File: src/rtl/drac_pkg.sv
// drac_pkg -- shared definitions for the DRAC timer/interrupt unit.
//   * register byte offsets of the timer block
//   * CTRL register field positions
//   * be_to_mask(): expands 8 byte enables into a 64-bit bit mask
package drac_pkg;

  localparam logic [4:0] TIMER_MTIME_OFF    = 5'h00;
  localparam logic [4:0] TIMER_MTIMECMP_OFF = 5'h08;
  localparam logic [4:0] TIMER_MSIP_OFF     = 5'h10;
  localparam logic [4:0] TIMER_CTRL_OFF     = 5'h18;

  // CTRL layout: bit 0 = EN, PRESCALE starts at bit 8.
  localparam int unsigned CTRL_EN_BIT       = 0;
  localparam int unsigned CTRL_PRESCALE_LSB = 8;

  function automatic logic [63:0] be_to_mask(input logic [7:0] be);
    return {{8{be[7]}}, {8{be[6]}}, {8{be[5]}}, {8{be[4]}},
            {8{be[3]}}, {8{be[2]}}, {8{be[1]}}, {8{be[0]}}};
  endfunction

endpackage

File: src/rtl/drac_mtime_counter.sv
// drac_mtime_counter -- prescaler plus 64-bit MTIME counter.
// Ports:
//   clk_i, rst_ni      clock, synchronous active-low reset
//   en_i               count enable (CTRL.EN)
//   prescale_i         tick divider: one MTIME increment every prescale_i+1 cycles
//   cnt_clr_i          restart the prescaler (CTRL written)
//   mtime_we_i         load mtime_wdata_i into MTIME; wins over a coincident tick
//   mtime_wdata_i      byte-merged value to load
//   mtime_o            current MTIME
module drac_mtime_counter #(
  parameter int unsigned PRESCALE_W = 8
) (
  input  logic                  clk_i,
  input  logic                  rst_ni,
  input  logic                  en_i,
  input  logic [PRESCALE_W-1:0] prescale_i,
  input  logic                  cnt_clr_i,
  input  logic                  mtime_we_i,
  input  logic [63:0]           mtime_wdata_i,
  output logic [63:0]           mtime_o
);

  logic [PRESCALE_W-1:0] cnt_q;
  logic [63:0]           mtime_q;
  logic                  tick;

  assign tick    = en_i && (cnt_q == prescale_i);
  assign mtime_o = mtime_q;

  always_ff @(posedge clk_i) begin
    if (!rst_ni) begin
      cnt_q   <= '0;
      mtime_q <= '0;
    end else begin
      // Counter is parked at 0 while disabled so re-enabling starts a full period.
      if (!en_i || cnt_clr_i || tick) begin
        cnt_q <= '0;
      end else begin
        cnt_q <= cnt_q + PRESCALE_W'(1);
      end
      // A software write replaces the value and swallows the tick; the
      // increment wraps silently at 2^64.
      if (mtime_we_i) begin
        mtime_q <= mtime_wdata_i;
      end else if (tick) begin
        mtime_q <= mtime_q + 64'd1;
      end
    end
  end

endmodule

File: src/rtl/drac_timer_irq_unit.sv
// drac_timer_irq_unit -- memory-mapped machine timer and interrupt combiner.
// Register map (byte offsets): 0x00 MTIME, 0x08 MTIMECMP, 0x10 MSIP (bit 0),
// 0x18 CTRL (bit 0 EN, PRESCALE at bit 8). Misaligned or out-of-range
// offsets answer with err=1, rdata=0 and change nothing.
// Ports:
//   clk_i, rst_ni            clock, synchronous active-low reset
//   reg_req_*                register request channel (valid/ready)
//   reg_rsp_*                register response channel (valid/ready)
//   ext_irq_i                external interrupt level
//   time_o                   MTIME
//   time_irq_o               registered MTIME >= MTIMECMP
//   irq_o                    registered (conditioned ext_irq_i | MSIP)
// Build option: define DRAC_TIMER_EXT_IRQ_SYNC_EN to pass ext_irq_i through a
// 2-flop synchronizer (irq_o latency 3 cycles instead of 1).
//
// Handshake: a transfer happens on a rising edge where valid && ready are both
// high. Only one access is in flight: reg_req_ready_o is high exactly when no
// response is pending. The response appears the cycle after acceptance and
// valid/rdata/err hold until the edge where reg_rsp_ready_i is high.
module drac_timer_irq_unit
  import drac_pkg::*;
#(
  parameter int unsigned PRESCALE_W   = 8,
  parameter logic [63:0] RST_MTIMECMP = 64'hFFFF_FFFF_FFFF_FFFF
) (
  input  logic        clk_i,
  input  logic        rst_ni,
  input  logic        reg_req_valid_i,
  output logic        reg_req_ready_o,
  input  logic        reg_req_we_i,
  input  logic [4:0]  reg_req_addr_i,
  input  logic [63:0] reg_req_wdata_i,
  input  logic [7:0]  reg_req_be_i,
  output logic        reg_rsp_valid_o,
  input  logic        reg_rsp_ready_i,
  output logic [63:0] reg_rsp_rdata_o,
  output logic        reg_rsp_err_o,
  input  logic        ext_irq_i,
  output logic [63:0] time_o,
  output logic        time_irq_o,
  output logic        irq_o
);

  logic [63:0]           mtime;
  logic [63:0]           mtimecmp_q;
  logic                  msip_q;
  logic                  en_q;
  logic [PRESCALE_W-1:0] prescale_q;
  logic                  rsp_valid_q;
  logic [63:0]           rsp_rdata_q;
  logic                  rsp_err_q;
  logic                  time_irq_q;
  logic                  irq_q;
  logic                  ext_cond;

  logic                  req_fire;
  logic                  addr_ok;
  logic                  wr_ok;
  logic                  mtime_wr, mtimecmp_wr, msip_wr, ctrl_wr;
  logic [63:0]           wmask;
  logic [63:0]           rd_data;
  logic [63:0]           ctrl_rd;
  logic                  en_d;
  logic [PRESCALE_W-1:0] prescale_d;

  assign reg_req_ready_o = !rsp_valid_q;
  assign req_fire        = reg_req_valid_i && reg_req_ready_o;
  assign addr_ok         = (reg_req_addr_i[2:0] == 3'b000) && (reg_req_addr_i <= TIMER_CTRL_OFF);
  assign wr_ok           = req_fire && reg_req_we_i && addr_ok;
  assign mtime_wr        = wr_ok && (reg_req_addr_i == TIMER_MTIME_OFF);
  assign mtimecmp_wr     = wr_ok && (reg_req_addr_i == TIMER_MTIMECMP_OFF);
  assign msip_wr         = wr_ok && (reg_req_addr_i == TIMER_MSIP_OFF);
  assign ctrl_wr         = wr_ok && (reg_req_addr_i == TIMER_CTRL_OFF);
  assign wmask           = be_to_mask(reg_req_be_i);

  // CTRL fields are merged with the same byte mask as the 64-bit registers.
  assign en_d       = wmask[CTRL_EN_BIT] ? reg_req_wdata_i[CTRL_EN_BIT] : en_q;
  assign prescale_d = (prescale_q & ~wmask[CTRL_PRESCALE_LSB +: PRESCALE_W]) |
                      (reg_req_wdata_i[CTRL_PRESCALE_LSB +: PRESCALE_W] &
                       wmask[CTRL_PRESCALE_LSB +: PRESCALE_W]);

  always_comb begin
    ctrl_rd                                     = '0;
    ctrl_rd[CTRL_EN_BIT]                        = en_q;
    ctrl_rd[CTRL_PRESCALE_LSB +: PRESCALE_W]    = prescale_q;
  end

  always_comb begin
    rd_data = '0;
    case (reg_req_addr_i)
      TIMER_MTIME_OFF:    rd_data = mtime;
      TIMER_MTIMECMP_OFF: rd_data = mtimecmp_q;
      TIMER_MSIP_OFF:     rd_data = {63'd0, msip_q};
      TIMER_CTRL_OFF:     rd_data = ctrl_rd;
      default:            rd_data = '0;
    endcase
  end

  drac_mtime_counter #(
    .PRESCALE_W (PRESCALE_W)
  ) u_mtime_counter (
    .clk_i         (clk_i),
    .rst_ni        (rst_ni),
    .en_i          (en_q),
    .prescale_i    (prescale_q),
    .cnt_clr_i     (ctrl_wr),
    .mtime_we_i    (mtime_wr),
    .mtime_wdata_i ((mtime & ~wmask) | (reg_req_wdata_i & wmask)),
    .mtime_o       (mtime)
  );

  // Writable registers other than MTIME.
  always_ff @(posedge clk_i) begin
    if (!rst_ni) begin
      mtimecmp_q <= RST_MTIMECMP;
      msip_q     <= 1'b0;
      en_q       <= 1'b1;
      prescale_q <= '0;
    end else begin
      if (mtimecmp_wr) mtimecmp_q <= (mtimecmp_q & ~wmask) | (reg_req_wdata_i & wmask);
      if (msip_wr && reg_req_be_i[0]) msip_q <= reg_req_wdata_i[0];
      if (ctrl_wr) begin
        en_q       <= en_d;
        prescale_q <= prescale_d;
      end
    end
  end

  // Response channel: read data is captured in the acceptance cycle.
  always_ff @(posedge clk_i) begin
    if (!rst_ni) begin
      rsp_valid_q <= 1'b0;
      rsp_rdata_q <= '0;
      rsp_err_q   <= 1'b0;
    end else if (req_fire) begin
      rsp_valid_q <= 1'b1;
      rsp_rdata_q <= (addr_ok && !reg_req_we_i) ? rd_data : 64'd0;
      rsp_err_q   <= !addr_ok;
    end else if (rsp_valid_q && reg_rsp_ready_i) begin
      rsp_valid_q <= 1'b0;
      rsp_rdata_q <= '0;
      rsp_err_q   <= 1'b0;
    end
  end

`ifdef DRAC_TIMER_EXT_IRQ_SYNC_EN
  logic [1:0] ext_sync_q;

  always_ff @(posedge clk_i) begin
    if (!rst_ni) begin
      ext_sync_q <= 2'b00;
    end else begin
      ext_sync_q <= {ext_sync_q[0], ext_irq_i};
    end
  end

  assign ext_cond = ext_sync_q[1];
`else
  assign ext_cond = ext_irq_i;
`endif

  always_ff @(posedge clk_i) begin
    if (!rst_ni) begin
      time_irq_q <= 1'b0;
      irq_q      <= 1'b0;
    end else begin
      time_irq_q <= (mtime >= mtimecmp_q);
      irq_q      <= ext_cond | msip_q;
    end
  end

  assign reg_rsp_valid_o = rsp_valid_q;
  assign reg_rsp_rdata_o = rsp_rdata_q;
  assign reg_rsp_err_o   = rsp_err_q;
  assign time_o          = mtime;
  assign time_irq_o      = time_irq_q;
  assign irq_o           = irq_q;

endmodule
File: config.mk
export PLATFORM = sky130hd
export DESIGN_NAME = drac_timer_irq_unit
export DESIGN_NICKNAME = d
export VERILOG_FILES = /design/src/rtl/drac_pkg.sv /design/src/rtl/drac_mtime_counter.sv /design/src/rtl/drac_timer_irq_unit.sv
export SDC_FILE = /design/constraint.sdc
export NUM_CORES = 1
export LEC_CHECK = 0
export CAP_MARGIN = 20
export CORE_ASPECT_RATIO = 2
export CORE_UTILIZATION = 35
export CTS_CLUSTER_SIZE = 24
export DETAILED_ROUTE_END_ITERATION = 12
export PLACE_DENSITY_LB_ADDON = 0.2
export SYNTH_ARGS = -nofsm -noshare
export SYNTH_HDL_FRONTEND = slang
export SYNTH_HIERARCHICAL = 1
export SYNTH_SLANG_ARGS = --single-unit
File: constraint.sdc
create_clock -name clk_i -period 3 [get_ports clk_i]
set_input_delay 0.6 -clock clk_i [delete_from_list [all_inputs] [get_ports clk_i]]
set_output_delay 0.6 -clock clk_i [all_outputs]
set_load 0.05 [all_outputs]
==> metrics.md <==
| Metric | Value |
|---|---|
| Crit path DAT | `a little over 3 ns` |
| Routed WL per cell | `~19 um` |
| Site Rows | `96` |
| Post-synthesis mux area share | `0.0617` |
| Complex-gate fraction of the synthesized area | `0.208` |
| Top_reg_cell synth | `dfxtp_1` |
| P_int | `between 4 and 5 mW` |
| CP max FO | `3` |
| Post-Synth XOR/XNOR Area | `0.0417` |
| Die Ht | `approximately 270 um` |
| IO buf count | `~220` |
| Setup Skew | `~0.011 ns` |
| GRT Total Usage | `0.227` |
| CTS Sinks | `roughly 210` |
| Global-route wire length before repair | `between 60000 and 70000 um` |
| CP endpoint kind | `register` |
| NetSw | `1.56 mW` |
| Register area share after synthesis | `0.352` |
| Adder-Cell Fraction of Synth Area | `0.0678` |
| Clock Path Buffers | `3` |
| Worst VDD drop | `between 0.3 and 0.4 mV` |
| Clock network fraction of total power | `0.466` |
| DR vias/cell | `~5.4` |
| Fin nets | `about 1800` |
| Grt total ovfl | `0` |
| Total Power | `roughly 6.4 mW` |
| Final setup fails | `0` |
| # resized after CTS | `0` |
| Main combinational cell family by area after synthesis | `compound AO/OA/AOI/OAI gates` |
| Sequential power share | `0.449` |
| Post-synthesis simple-gate area fraction | `0.204` |
| Post-DRT Antenna Nets | `0` |
| Hold Path Cell Cnt | `2` |
| Routed wire length | `between 40000 and 50000 um` |
| Max-cap violation count | `0` |
| DRT Pass-1 Iters | `5` |
| Vias in the first global route | `around 11000` |
| Synth area leaders | `dfxtp_1, ha_1, o21ai_0` |
| Final setup margin | `roughly 0.38 ns` |
| Worst hold path type | `primary input to register` |
| P&R area growth vs syn | `29.6%` |
| Die ar. | `between 30000 and 40000 um^2` |
| P_leak | `just over 6 nW` |
| Share of the synthesized area in the top cell type | `0.352` |
| Pin count of the biggest net entering global routing | `78` |
| Yosys warning count | `6` |
| Post-Syn Instances | `around 1500` |
| Post-synth EDFFs | `0` |
| Final TNS setup | `0 ns` |
| Synthesized area | `between 10000 and 15000 um^2` |
| Depth of the CTS H-tree | `1` |
| Cell with the most instances after synthesis | `dfxtp_1` |
| Final Cycle Share | `0.872` |
| Reg2Reg Depth | `10` |
| Post-synth ARST share | `0` |
| IO Pins | `approximately 220` |
| Final Max Tran Viols | `0` |
| Worst-Skew Late Latency | `0.52 ns` |
| Post-synth top cells | `dfxtp_1, nand2_1, o21ai_0, inv_1, and2_1` |
| Post-synthesis sequential element count | `around 210` |
| P per Cell Area | `between 400 and 500 nW/um^2` |
| Slew HR | `0.548` |
| Worst setup SP type | `register` |
| Final Hold Vio Count | `0` |
| Post-CTS Setup Inserts | `0` |
| Path type of the worst setup path | `register to register` |
| Min Tclk post-route | `~2.6 ns` |
| Netlist cell types | `55` |
| Antenna violations before repair | `1` |
| CTS tree | `done` |
| Place WS | `0.238 ns` |
| Critical Path RT | `approximately 3.4 ns` |
| Hold_buf cts | `0` |
| Worst slew pin tran | `a little under 0.7 ns` |
| Std-Cell Core Area | `about 34000 um^2` |
| Combinational share of power | `0.085` |
| Layout cell share with drive strength beyond 1 | `0.117` |
| Fmax | `roughly 380 MHz` |
| Clock Tree Root | `clkbuf_16` |
| Number of CTS-inserted buffers | `22` |
| Detailed-route DRC error count | `0` |
| Status | `finished clean` |
| Largest area contributor in the netlist | `dfxtp_1` |
| Placer congestion estimate | `roughly 0.84` |
| 1st-iter DRT viols | `581` |
| Non-Filler Instances | `approximately 2100` |
| Sw frac | `0.243` |
| HPWL after detailed placement | `between 30000 and 40000 um` |
| Dpl cells | `2088` |
| RSZ-0062 raised after global routing | `no` |
| Total vias in the final route | `about 12000` |
| Post-Syn Nets | `between 1500 and 2000` |
| Post-Syn Area per Cell | `between 8 and 9 um^2` |
| Clock transition at path regs | `around 0.070 ns` |
| Initial Utilization | `0.355` |
| Worst hold slack | `approximately 0.47 ns` |
| Die extent in x | `approximately 130 um` |
[final cells by class]
| class | instances | area (um^2) |
|---|---|---|
| diodes | 1 | 2.50 |
| clock buffers | 31 | 686 |
| clock inverters | 8 | 90.1 |
| fillers | 3455 | 18600 |
| inverters | 77 | 289 |
| multi-input cells | 1075 | 7130 |
| flip-flops and latches | 214 | 4280 |
| well taps | 441 | 552 |
| repair buffers | 281 | 2760 |
[worst paths after layout]
check | startpoint | to | slack, ns
setup / recovery | register | time_irq_o$_SDFF_PN0_ | 0.38
hold / removal | rst_ni | register | 0.47
setup reg to reg | register | time_irq_o$_SDFF_PN0_ | 0.38
hold reg to reg | reg_rsp_rdata_o[0]$_SDFFE_PN0P_ | reg_rsp_rdata_o[0]$_SDFFE_PN0P_ | 0.48
[per-stage QoR]
step                instance area (um^2)   util
finish                             15800  0.460
global route                       15800  0.460
CTS                                15800  0.460
detailed placement                 15000  0.437
global placement                   15000  0.437
floorplan                          12200      -
[cell usage in the layout (no fill, tap or decap), drive strengths merged, types with 4 or more instances in the layout]
cell             n
mux2            63
nand3           51
nand2b           9
or4              6
xor2            17
clkbuf          31
or3             12
nor2b            6
o31ai            6
a22oi           64
o21ai          149
o311a            5
inv             77
nor2            29
ha              66
o21a             5
clkinv           6
clkdlybuf4s50  214
buf             67
o211ai          65
a21boi          10
a21oi           65
nand4           37
and3            17
xnor2           41
a31oi           15
and2            74
nand2          187
dfxtp          214
nor4            20
a211oi           4
nor3            25
[worst max-delay path, stage by stage, from the launching register on]
cell	delay [ns]
dfxtp_1	0.31
inv_1	0.07
ha_1	0.32
nand4_1	0.21
nor4_1	0.53
a21boi_0	0.33
buf_4	0.16
o31a_1	0.18
a2111oi_0	0.08
buf_4	0.16
o211ai_1	0.16
[logic make-up after synthesis]
logic type	count (synthesis)
multiplexers	66
AO/OA/AOI/OAI	399
AND/OR/NAND/NOR	486
flip-flops	214
XOR/XNOR	58
buffers and inverters	178
adder cells (fa/ha/maj)	66
[metal layers]
metal | share of wire | wire length, um | GRT usage | up-vias
met4 | 0.053 | 2130 | 0.130 | 0
met2 | 0.57 | 23000 | 0.456 | 281
met1 | 0.35 | 14000 | 0.217 | 5493
met5 | 0 | 0 | 0 | -
li1 | - | - | - | 5660
met3 | 0.033 | 1350 | 0.0230 | 105
[power groups by stage]
stage,combinational [mW],clock [mW],sequential [mW]
final,0.543,2.99,2.88
after CTS,0.548,3.07,2.88
after detailed placement,0.546,0,2.95
after global routing,0.579,3.17,2.88
after floorplan,0.227,0,2.99
after global placement,0.544,0,2.94
Power figures use the tool's default switching activity.
